==> src/rtl/game_input_pkg.sv <==
// Shared constants, mode enum and note encoding for the player-input front end.
package game_input_pkg;

    localparam int          NUM_KEYS   = 8;
    localparam int          SONG_SLOTS = 8;
    localparam logic [3:0]  NOTE_REST  = 4'd0;

    typedef enum logic {
        PLAY = 1'b0,
        LOAD = 1'b1
    } mode_e;

    // Key index i plays note i+1; code 0 stays reserved for "no note".
    function automatic logic [3:0] key_to_code(input int idx);
        return 4'(idx + 1);
    endfunction

endpackage

==> src/rtl/game_input_encoder_debouncer.sv <==
// One button lane: 2-FF synchronizer, stability counter and a registered
// press pulse on each accepted 0->1 change of the stable level.
module key_debouncer #(
    parameter int DEBOUNCE_CYCLES = 500000
) (
    input  logic clk,
    input  logic reset,
    input  logic raw,
    output logic press
);

    localparam int CW = $clog2(DEBOUNCE_CYCLES + 1);

    logic [1:0]    sync;
    logic          stable;
    logic [CW-1:0] cnt;
    logic          diff;

    assign diff = sync[1] ^ stable;

    // Synchronize, count consecutive disagreeing cycles, flip the stable level
    // once the count has reached the limit; a press pulse marks a rising flip.
    always_ff @(posedge clk or posedge reset) begin
        if (reset) begin
            sync   <= '0;
            stable <= 1'b0;
            cnt    <= '0;
            press  <= 1'b0;
        end else begin
            sync  <= {sync[0], raw};
            press <= 1'b0;
            if (!diff) begin
                cnt <= '0;
            end else if (cnt == CW'(DEBOUNCE_CYCLES)) begin
                stable <= sync[1];
                cnt    <= '0;
                press  <= sync[1];
            end else begin
                cnt <= cnt + 1'b1;
            end
        end
    end

endmodule

==> src/rtl/game_input_encoder.sv <==
// Player-input encoder: debounced note keys become answer strobes in play
// mode, or are packed eight at a time into song words in load mode.
module game_input_encoder
    import game_input_pkg::*;
#(
    parameter int DEBOUNCE_CYCLES = 500000
) (
    input  logic                clk,
    input  logic                reset,
    input  logic [NUM_KEYS-1:0] keys_raw,
    input  logic                clear_raw,
    input  logic                load_mode,
    output logic [3:0]          answer,
    output logic                answer_enable,
    output logic [31:0]         data_out,
    output logic                write_enable,
    output logic [3:0]          slot_count,
    output logic                load_busy
);

    localparam int SW = $clog2(SONG_SLOTS);
    localparam int WW = SONG_SLOTS * 4;

    logic [NUM_KEYS:0]  raw_all;
    logic [NUM_KEYS:0]  ev;
    logic               clear_ev;
    logic               key_hit;
    logic [3:0]         key_code;
    logic [WW-1:0]      shadow;
    logic [WW-1:0]      commit_word;
    logic [3:0]         slot_base;
    mode_e              state, next_state;
    logic               do_answer, do_slot, do_commit, do_flush;

    // Clear rides as the top lane so all buttons share one debouncer array.
    assign raw_all  = {clear_raw, keys_raw};
    assign clear_ev = ev[NUM_KEYS];

    generate
        for (genvar g = 0; g <= NUM_KEYS; g++) begin : g_deb
            key_debouncer #(.DEBOUNCE_CYCLES(DEBOUNCE_CYCLES)) u_deb (
                .clk   (clk),
                .reset (reset),
                .raw   (raw_all[g]),
                .press (ev[g])
            );
        end
    endgenerate

    // Lowest key index wins among coincident presses; the rest are dropped.
    always_comb begin
        key_hit  = 1'b0;
        key_code = NOTE_REST;
        for (int i = NUM_KEYS - 1; i >= 0; i--) begin
            if (ev[i]) begin
                key_hit  = 1'b1;
                key_code = key_to_code(i);
            end
        end
    end

    // Mode register, tracks load_mode one cycle behind.
    always_ff @(posedge clk or posedge reset) begin
        if (reset) state <= PLAY;
        else       state <= next_state;
    end

    // The mode in effect this cycle is the one sampled now, so an event that
    // coincides with a mode change obeys the new mode.
    always_comb begin
        next_state = load_mode ? LOAD : PLAY;
    end

    // Entry into LOAD always begins at slot 0; otherwise continue the entry.
    assign slot_base = (state == PLAY) ? 4'd0 : slot_count;

    // Action decode for the mode in effect; clear outranks a key press.
    always_comb begin
        do_answer = 1'b0;
        do_slot   = 1'b0;
        do_commit = 1'b0;
        do_flush  = 1'b0;
        case (next_state)
            PLAY: begin
                do_answer = key_hit;
                do_flush  = 1'b1;
            end
            LOAD: begin
                if (clear_ev)
                    do_flush = 1'b1;
                else if (key_hit && slot_base == 4'(SONG_SLOTS - 1))
                    do_commit = 1'b1;
                else if (key_hit)
                    do_slot = 1'b1;
            end
            default: do_flush = 1'b1;
        endcase
    end

    // Full word includes the nibble arriving with the final press.
    always_comb begin
        commit_word = shadow;
        commit_word[(SONG_SLOTS - 1) * 4 +: 4] = key_code;
    end

    // Registered outputs, strobes and the packing shadow.
    always_ff @(posedge clk or posedge reset) begin
        if (reset) begin
            answer        <= 4'd0;
            answer_enable <= 1'b0;
            data_out      <= '0;
            write_enable  <= 1'b0;
            slot_count    <= 4'd0;
            shadow        <= '0;
        end else begin
            answer_enable <= 1'b0;
            write_enable  <= 1'b0;
            if (do_answer) begin
                answer        <= key_code;
                answer_enable <= 1'b1;
            end
            if (do_flush) begin
                slot_count <= 4'd0;
                shadow     <= '0;
            end else if (do_commit) begin
                data_out     <= commit_word;
                write_enable <= 1'b1;
                slot_count   <= 4'd0;
                shadow       <= '0;
            end else if (do_slot) begin
                shadow[{slot_base[SW-1:0], 2'b00} +: 4] <= key_code;
                slot_count <= slot_base + 4'd1;
            end
        end
    end

    assign load_busy = (slot_count != 4'd0);

endmodule

==> config.mk <==
export PLATFORM = sky130hd
export DESIGN_NAME = game_input_encoder
export DESIGN_NICKNAME = d
export VERILOG_FILES = /design/src/rtl/game_input_pkg.sv /design/src/rtl/game_input_encoder_debouncer.sv /design/src/rtl/game_input_encoder.sv
export SDC_FILE = /design/constraint.sdc
export NUM_CORES = 1
export LEC_CHECK = 0
export BUFFER_PORTS_ARGS = -buffer_cell sky130_fd_sc_hd__buf_4
export CORE_ASPECT_RATIO = 2
export CORE_MARGIN = 4
export CORE_UTILIZATION = 30
export CTS_CLUSTER_DIAMETER = 200
export DETAILED_ROUTE_END_ITERATION = 10
export HOLD_SLACK_MARGIN = 0.1
export PLACE_DENSITY_LB_ADDON = 0.05
export SLEW_MARGIN = 30
export SYNTH_ARGS = -nofsm -noshare
export SYNTH_HDL_FRONTEND = slang
export SYNTH_SLANG_ARGS = --single-unit
==> constraint.sdc <==
create_clock -name clk -period 12.4 [get_ports clk]
set_clock_uncertainty 0.1 [all_clocks]
set_input_delay 1.24 -clock clk [delete_from_list [all_inputs] [get_ports clk]]
set_output_delay 1.24 -clock clk [all_outputs]
set_load 0.03 [all_outputs]
**After elaboration in Yosys (flattened, before gate mapping)**

Index checks and enable logic that the tools add are counted.

- Logic and storage cells: 164
- Flip-flop bits (word level): 282

- Shift operators: 2
- Reductions and logical operators: 13
- Muxes and demuxes: 74
- Add/subtract/negate cells: 11
- Bitwise operators: 11
- Equal/unequal tests: 10

Operator list:

| cell | number |
|---|---|
| 19-bit 2-to-1 mux | 18 |
| 19-bit by 1-bit adder with 19-bit output, second input constant | 9 |
| 19-bit equality test, second input constant | 9 |
| 32-bit 2-to-1 mux | 3 |
| 4-bit 2-to-1 mux | 12 |
| 1-bit 2-to-1 mux | 39 |
| 32-bit bitwise mux | 1 |
| 4-bit by 7-bit variable shift with 32-bit output, first input constant | 1 |
| 4-bit by 7-bit indexed part select with 32-bit output | 1 |
| 2-bit AND reduction | 10 |
| 1-bit XOR | 9 |
| 5-bit negation with 7-bit output | 1 |
| 4-bit by 1-bit adder with 4-bit output, second input constant | 1 |
| 4-bit by 3-bit equality test with 1-bit output, second input constant | 1 |
| 4-bit nonzero test | 1 |
| 3-bit nonzero test | 1 |
| 1-bit inverter | 2 |
| 1-bit one-hot mux with 2 select lines | 1 |
| 1-bit logical AND | 1 |

**Logic depth before layout (Yosys ltp)**

Gate-level depths: netlist (run 1).

- Depth after elaboration: 15
- Gate-level depth with buffers: 10
- Depth with buffers taken out: 8

**Modules after synthesis**

Synthesis (run 1) repeated with hierarchy kept, for this count alone.

- Cell total of the unflattened synthesis: 1219
- Area total of the unflattened synthesis: 13351.6 um2

Modules (own cells, without submodules):

| module | seq. area each (um2) | times used | area each (um2) | cells an instance |
|---|---|---|---|---|
| key_debouncer (g_deb[0].u_deb ...) | 575.6 | 8 | 1147.4 | 109 |
| game_input_encoder | 1776.7 | 1 | 3010.4 | 232 |
| key_debouncer (g_deb[1].u_deb) | 575.6 | 1 | 1162.4 | 115 |

**Least setup slack after synthesis (run 1)**

Ideal clock, no wire load.

- Path kind: reg-to-reg
- Start: reg slot_count[0]
- End: reg data_out[0]
- Data required time: 12.172 ns
- Stages on the path, launching flop included: 9
- Path slack: 9.740 ns
- Data arrival time: 2.432 ns
- Buffers on the path: 2
- Cell sequence: dfrtp_1 nand2_1 inv_1 ha_1 nand4b_1 or3_4 buf_6 buf_8 mux2_1

- Word-level cells in the longest chain between the ends: 7

Ends and longest elaborated chain:

| item | RTL line | RTL |
|---|---|---|
| from (decl) | game_input_encoder.sv:17 | `output logic [3:0] slot_count,` |
| from (signal assigned) | game_input_encoder.sv:132 | `slot_count <= slot_base + 4'd1;` |
| 4-bit 2-to-1 mux | game_input_encoder.sv:75 | `assign slot_base = (state == PLAY) ? 4'd0 : slot_count;` |
| 4-bit by 3-bit equality test with 1-bit output | game_input_encoder.sv:91 | `else if (key_hit && slot_base == 4'(SONG_SLOTS - 1))` |
| 1-bit logical AND | game_input_encoder.sv:91 |  |
| 1-bit 2-to-1 mux | game_input_encoder.sv:91 |  |
| 1-bit 2-to-1 mux | game_input_encoder.sv:89 | `if (clear_ev)` |
| 1-bit 2-to-1 mux | game_input_encoder.sv:83 | `case (next_state)` |
| 2-bit AND reduction (no source line) | -- |  |
| to (signal assigned) | game_input_encoder.sv:126 | `data_out <= commit_word;` |
| to (decl) | game_input_encoder.sv:15 | `output logic [31:0] data_out,` |

No other way between the ends.
A chain may end at the register's enable or synchronous reset.

**Worst setup path after layout (run 1)**

- Start: reg slot_count[0]
- End: out load_busy

- Word-level cells in the longest chain between the ends: 1

Ends and longest elaborated chain:

| item | RTL line | RTL |
|---|---|---|
| 4-bit nonzero test | game_input_encoder.sv:137 | `assign load_busy = (slot_count != 4'd0);` |
| to (decl) | game_input_encoder.sv:18 | `output logic load_busy` |

No other way between the ends.

==> results of run 1 <==
==> metal layers <==
metal	vias to the layer above	share of wire	global-route usage	routed length, µm
met1	4268	0.39	0.146	11300
li1	4226	-	-	-
met5	-	0	0	0
met4	0	0.024	0.0387	709
met3	45	0.034	0.0186	1000
met2	107	0.55	0.248	16100
==> state kept, by name (all words and copies together), names as in the netlist <==
register	count
g_deb.u_deb.stable	9
state	1
slot_count	4
answer	4
g_deb.u_deb.sync	18
g_deb.u_deb.cnt	171
answer_enable	1
data_out	32
g_deb.u_deb.press	9
shadow	28
write_enable	1
==> power by group <==
group          switching, mW  internal, mW
clock network          0.369         0.547
registers             0.0127         0.918
logic                 0.0419        0.0160
total                  0.423          1.48
==> through the flow <==
step	cells	util	total power, mW
2_1_floorplan	1202	-	0.987
3_5_place_dp	1768	0.326	1.01
4_1_cts	1814	0.350	1.95
6_report	1814	0.350	1.90
3_3_place_gp	1768	0.326	1.01
5_1_grt	1814	0.350	1.99
==> placed cells by master (no fill, tap or decap), types with 4 or more instances in the layout <==
cell type  synthesis  final
nand2_1           75     75
mux2_1            11     11
nand3_2            5      5
xor2_1            88     88
nor3_1            23     23
and4_1            17     17
nand3_1           72     72
nor4_1            17     17
buf_4              6     55
dfrtp_1          278    278
bufinv_16          0      5
a21oi_1           10     10
o21ai_0            8      8
or4_4              4      4
ha_1              23     23
and3_1            26     26
mux2i_1            5      5
mux2_2            27     27
nor4b_1            9      9
nor2_1           236    236
nor3b_1            7      7
a22oi_1           10     10
o32ai_1            4      4
or3_1              5      5
nand3b_1          10     10
inv_1             35     34
xnor2_1           71     71
o2bb2ai_1          4      4
nand4_1           40     40
nand2b_1           7      7
or4b_1             4      4
clkbuf_16          0     29
==> layout make-up <==
class | count | share of cell area
inverter | 35 | 0.00981
sequential | 278 | 0.474
clock buffer | 33 | 0.0526
timing repair buffer | 57 | 0.0297
clock inverter | 13 | 0.0142
tap | 540 | 0.0461
multi-input combinational | 858 | 0.373
==> cells by family (layout without fill, tap and decap cells) <==
group	count (synthesis)	after routing
XOR/XNOR	159	159
flip-flops	278	278
adder cells (fa/ha/maj)	23	23
buffers and inverters	66	138
AND/OR/NAND/NOR	578	578
multiplexers	44	44
AO/OA/AOI/OAI	54	54
==> worst min-delay path by stage <==
stage / from / to / slack [ns] / cells past startpoint
finish: g_deb[6].u_deb.sync[0] / g_deb[6].u_deb.sync[1] / 0.24 / 0
global route: g_deb[6].u_deb.sync[0] / g_deb[6].u_deb.sync[1] / 0.25 / 0
CTS: g_deb[6].u_deb.sync[0] / g_deb[6].u_deb.sync[1] / 0.25 / 0
detailed placement: g_deb[4].u_deb.sync[0] / g_deb[4].u_deb.sync[1] / 0.24 / 0
global placement: g_deb[2].u_deb.sync[0] / g_deb[2].u_deb.sync[1] / 0.23 / 0
floorplan: g_deb[0].u_deb.sync[0] / g_deb[0].u_deb.sync[1] / 0.23 / 0
==> impl_metrics.env, run 1 <==
export IMPL_status="complete, no violations"
export IMPL_arrival_ns=1.74
export IMPL_synth_seq_area_share=0.545
export IMPL_critical_path_required_ns=11.06
export IMPL_regToRegSetupSlack_ns=9.44
export IMPL_start_kind="flop"
export IMPL_drc=0
export IMPL_die_area_mm2=0.0461
export IMPL_antenna_left=0
export IMPL_synth_top_cell_by_area="dfrtp_1"
export IMPL_yosys_top_cells_area="dfrtp_1, nor2_1, xor2_1"
export IMPL_coreArea_mm2=0.0419
export IMPL_setup_viol=0
export IMPL_drt_wl_total_um=29200
export IMPL_post_synth_cell_area_avg_um2=10.6
export IMPL_grt_use_total=0.129
export IMPL_powerDensity_mw_per_mm2=130
export IMPL_yosysWarnings=0
export IMPL_cts_buffers=29
export IMPL_n_fill_cell=4282
export IMPL_start_util=0.305
export IMPL_fp_row_count=106
export IMPL_slew_headroom=0.504
export IMPL_dp_hpwl_um=20400
export IMPL_synth_most_common_cell="dfrtp_1"
export IMPL_synthMuxAreaShare=0.0386
export IMPL_clk_pin_slew_ns=0.07
export IMPL_setup_slack_ns=9.32
export IMPL_cts_tree="built"
export IMPL_critPathTopFamily="simple AND/OR/NAND/NOR gates"
export IMPL_initialDrtViolationCount=297
export IMPL_cp_slowest_stage_delay_ns=0.54
export IMPL_placed_area_mm2=0.0137
export IMPL_critical_path_buf_inv_count=1
export IMPL_fin_crit_sh=0.249
export IMPL_period_needed_ns=3.08
export IMPL_synth_commonest_cells="dfrtp_1, nor2_1, xor2_1"
export IMPL_synth_simple_area_share=0.228
export IMPL_antenna_cells=0
export IMPL_async_flop_share=1.00
export IMPL_clk_latency_ns=0.57
export IMPL_r2r_end="shadow[19]"
export IMPL_antenna_found_initial=0
export IMPL_hp_class="flop to flop"
export IMPL_critPathCaptureType="output port"
export IMPL_dr_total_vias=8646
export IMPL_postLayoutCellArea_mm2=0.0147
export IMPL_gp_congestion=0.764
export IMPL_path_depth=2
export IMPL_port_buffers=54
export IMPL_p_leak_nw=6.44
export IMPL_syn_to_final_growth_pct=14.9
export IMPL_multi_input_area_mm2=0.00547
export IMPL_worstPathMaxFanout=9
export IMPL_nNetsFinal=1294
export IMPL_cts_sinks=278
export IMPL_crit_path_top_delay_cell="or4_1"
export IMPL_htreeDepth=1
export IMPL_postCtsSetupRepairBufs=0
export IMPL_yosys_area_share_xor_xnor=0.109
export IMPL_path_cells="or4_1, buf_4"
export IMPL_cts_path_max_buffers=3
export IMPL_yosys_register_bits=278
export IMPL_rr_worst_depth=8
export IMPL_first_pass_iters=5
export IMPL_max_freq_mhz=324
export IMPL_setup_tns_final_ns=0
export IMPL_yosys_area_share_adder=0.0225
export IMPL_synth_edf_count=0
export IMPL_post_place_ws_ns=9.40
export IMPL_synth_compound_area_frac=0.0307
export IMPL_synth_area_mm2=0.0128
export IMPL_startpoint="slot_count[0]"
export IMPL_gr_total_overflow=0
export IMPL_grt_pass1_vias=9131
export IMPL_ys_types=60
export IMPL_critPathKind="flop to output port"
export IMPL_hold_violations=0
export IMPL_die_w_um=154
export IMPL_synthFlopType="dfrtp_1"
export IMPL_ios=55
export IMPL_ir_drop_mv=0.0941
export IMPL_synth_top_family_by_area="simple AND/OR/NAND/NOR gates"
export IMPL_root_buffer="clkbuf_16"
export IMPL_syn_inst=1202
export IMPL_maxCapViolCount=0
export IMPL_cts_resized=0
export IMPL_holdBufCountCts=0
export IMPL_fin_hold_ws_ns=0.240
export IMPL_worst_slew_pin_slew_ns=0.738
export IMPL_wl_per_cell_um=16.1
export IMPL_grt_pass1_wl_um=49300
export IMPL_rsz0062_at_grt="false"
export IMPL_drv_slew=0
export IMPL_avgViaCountPerCell=4.77
export IMPL_r2r_start="state"
export IMPL_yosysTopAreaCellShare=0.545
export IMPL_drive_gt1_frac=0.119
export IMPL_fp_dieH_um=300
export IMPL_endpoint="load_busy"
export IMPL_synthesis_nets=1237
export IMPL_regArea_mm2=0.00696
export IMPL_grt_max_degree=138
Note: power is estimated with default switching activity, not from simulation.
==> run 2, diff against run 1 <==
==> constraint.sdc (replaced) <==
create_clock -name clk -period 3 [get_ports clk]
set_clock_uncertainty 0.1 [all_clocks]
set_input_delay 0.3 -clock clk [delete_from_list [all_inputs] [get_ports clk]]
set_output_delay 0.3 -clock clk [all_outputs]
set_load 0.03 [all_outputs]
==> run 2 against run 1 <==
Net effect:
- final cell count rose by 1.5%
- critical path type is now flop to flop
- non-clock buffer count up 24
- setup slack got worse by 9.0 ns
- count of clock-buffer cells in the layout is 7 higher
==> impl_metrics.env, run 2 (synthesis results as in run 1) <==
export IMPL_wl_per_cell_um=16.3
export IMPL_coreArea_mm2=0.0419
export IMPL_top_register="g_deb.u_deb.cnt"
export IMPL_use_met2=0.256
export IMPL_reg_largest_list="g_deb.u_deb.cnt x171, data_out x32, shadow x28"
export IMPL_clk_pin_slew_ns=0.07
export IMPL_root_buffer="clkbuf_16"
export IMPL_first_pass_iters=4
export IMPL_r2r_start="state"
export IMPL_critPathKind="flop to flop"
export IMPL_gp_congestion=0.812
export IMPL_hp_class="input pin to asynchronous set/reset pin"
export IMPL_r2r_end="data_out[0]"
export IMPL_holdBufCountCts=11
export IMPL_slew_headroom=0.418
export IMPL_gr_total_overflow=0
export IMPL_postCtsSetupRepairBufs=0
export IMPL_startpoint="state"
export IMPL_cts_sinks=278
export IMPL_cts_buffers=29
export IMPL_cts_resized=0
export IMPL_critPathCaptureType="flop"
export IMPL_cts_path_max_buffers=3
export IMPL_max_freq_mhz=374
export IMPL_n_fill_cell=4286
export IMPL_grt_use_met3=0.0160
export IMPL_antenna_cells=0
export IMPL_avgViaCountPerCell=4.74
export IMPL_met1_usage=0.145
export IMPL_final_util=0.356
export IMPL_initialDrtViolationCount=236
export IMPL_antenna_found_initial=0
export IMPL_rsz0062_at_grt="false"
export IMPL_drv_slew=0
export IMPL_syn_to_final_growth_pct=16.8
export IMPL_rr_worst_depth=6
export IMPL_final_cell_mix="dfrtp_1, nor2_1, xor2_1"
export IMPL_largest_reg_flops=171
export IMPL_worst_slew_pin_slew_ns=0.866
export IMPL_regToRegSetupSlack_ns=0.33
export IMPL_port_buffers=54
export IMPL_postLayoutCellArea_mm2=0.0149
export IMPL_layout_commonest_cell="dfrtp_1"
export IMPL_ir_drop_mv=0.414
export IMPL_status="complete, no violations"
export IMPL_top_usage_layer="met2"
export IMPL_powerDensity_mw_per_mm2=529
export IMPL_grt_pass1_wl_um=49700
export IMPL_dp_hpwl_um=20900
export IMPL_worstPathMaxFanout=38
export IMPL_hold_violations=0
export IMPL_start_kind="flop"
export IMPL_critical_path_required_ns=3.33
export IMPL_fin_crit_sh=0.891
export IMPL_die_w_um=154
export IMPL_antenna_left=0
export IMPL_endpoint="data_out[0]"
export IMPL_die_area_mm2=0.0461
export IMPL_nNetsFinal=1318
export IMPL_grt_use_total=0.130
export IMPL_htreeDepth=1
export IMPL_start_util=0.305
export IMPL_fp_dieH_um=300
export IMPL_p_leak_nw=6.57
export IMPL_drive_gt1_frac=0.127
export IMPL_placed_area_mm2=0.0138
export IMPL_setup_viol=0
export IMPL_dr_total_vias=8725
export IMPL_cts_tree="built"
export IMPL_grt_pass1_vias=9239
export IMPL_grt_max_degree=70
export IMPL_drc=0
export IMPL_arrival_ns=3.00
export IMPL_fp_row_count=106
export IMPL_drt_wl_total_um=30000
export IMPL_clk_latency_ns=0.56
export IMPL_ios=55
export IMPL_period_needed_ns=2.67
export IMPL_maxCapViolCount=0
==> run 2: changes by cell type in the layout (fill, tap and decap cells not counted), moves of 2 or more <==
cell,previous run,this run
clkbuf_8,3,6
buf_6,2,0
clkbuf_1,1,5
buf_12,0,4
buf_4,55,66
dlygate4sd3_1,0,11
clkinv_2,3,5
==> run 2: worst min path at each step <==
stage / start / endpoint / slack, ns
floorplan: g_deb[0].u_deb.sync[0] / g_deb[0].u_deb.sync[1] / 0.23
global placement: g_deb[1].u_deb.sync[0] / g_deb[1].u_deb.sync[1] / 0.24
detailed placement: g_deb[1].u_deb.sync[0] / g_deb[1].u_deb.sync[1] / 0.24
CTS: reset / data_out[22] / 0.23
global route: g_deb[0].u_deb.sync[0] / g_deb[0].u_deb.sync[1] / 0.25
finish: reset / data_out[22] / 0.25
==> run 2: per-stage QoR <==
stage | setup TNS (ns) | power, mW | hold slack, ns | setup WS, ns | cells
finish | 0 | 7.89 | 0.247 | 0.326 | 1842
global route | 0 | 8.26 | 0.253 | 0.0929 | 1842
CTS | 0 | 8.09 | 0.232 | 0.302 | 1842
detailed placement | 0 | 4.18 | 0.239 | 0.347 | 1781
global placement | 0 | 4.18 | 0.238 | 0.388 | 1781
floorplan | -300.06 | 4.08 | 0.231 | -1.08 | 1202
==> run 2: where the power goes <==
group	switching [mW]	internal [mW]	total, mW
clock network	1.53	2.25	3.78
logic	0.179	0.0854	0.264
registers	0.0517	3.80	3.85
total	1.76	6.13	7.89
==> run 2: final cells by class <==
type                            instances  area (µm²)  share of cell area
Multi-Input combinational cell        858        5470               0.367
Inverter                               35         135             0.00906
Clock inverter                         10         154              0.0103
Tap cell                              540         676              0.0453
Sequential cell                       278        6960               0.467
Clock buffer                           40         827              0.0555
Timing Repair Buffer                   81         686              0.0460
==> run 2: critical path, cell delays in order, from the launching register on <==
cell and delay, ns:
dfrtp_1 0.52, nand2_1 0.24, inv_1 0.16, ha_1 0.31, nand4b_1 0.16, or3_4 0.64, mux2_1 0.39
==> run 2: metal layers <==
metal / part of all wire / wire (µm)
met1: 0.39 / 11800
met2: 0.55 / 16600
met3: 0.029 / 870
met4: 0.023 / 691
met5: 0 / 0
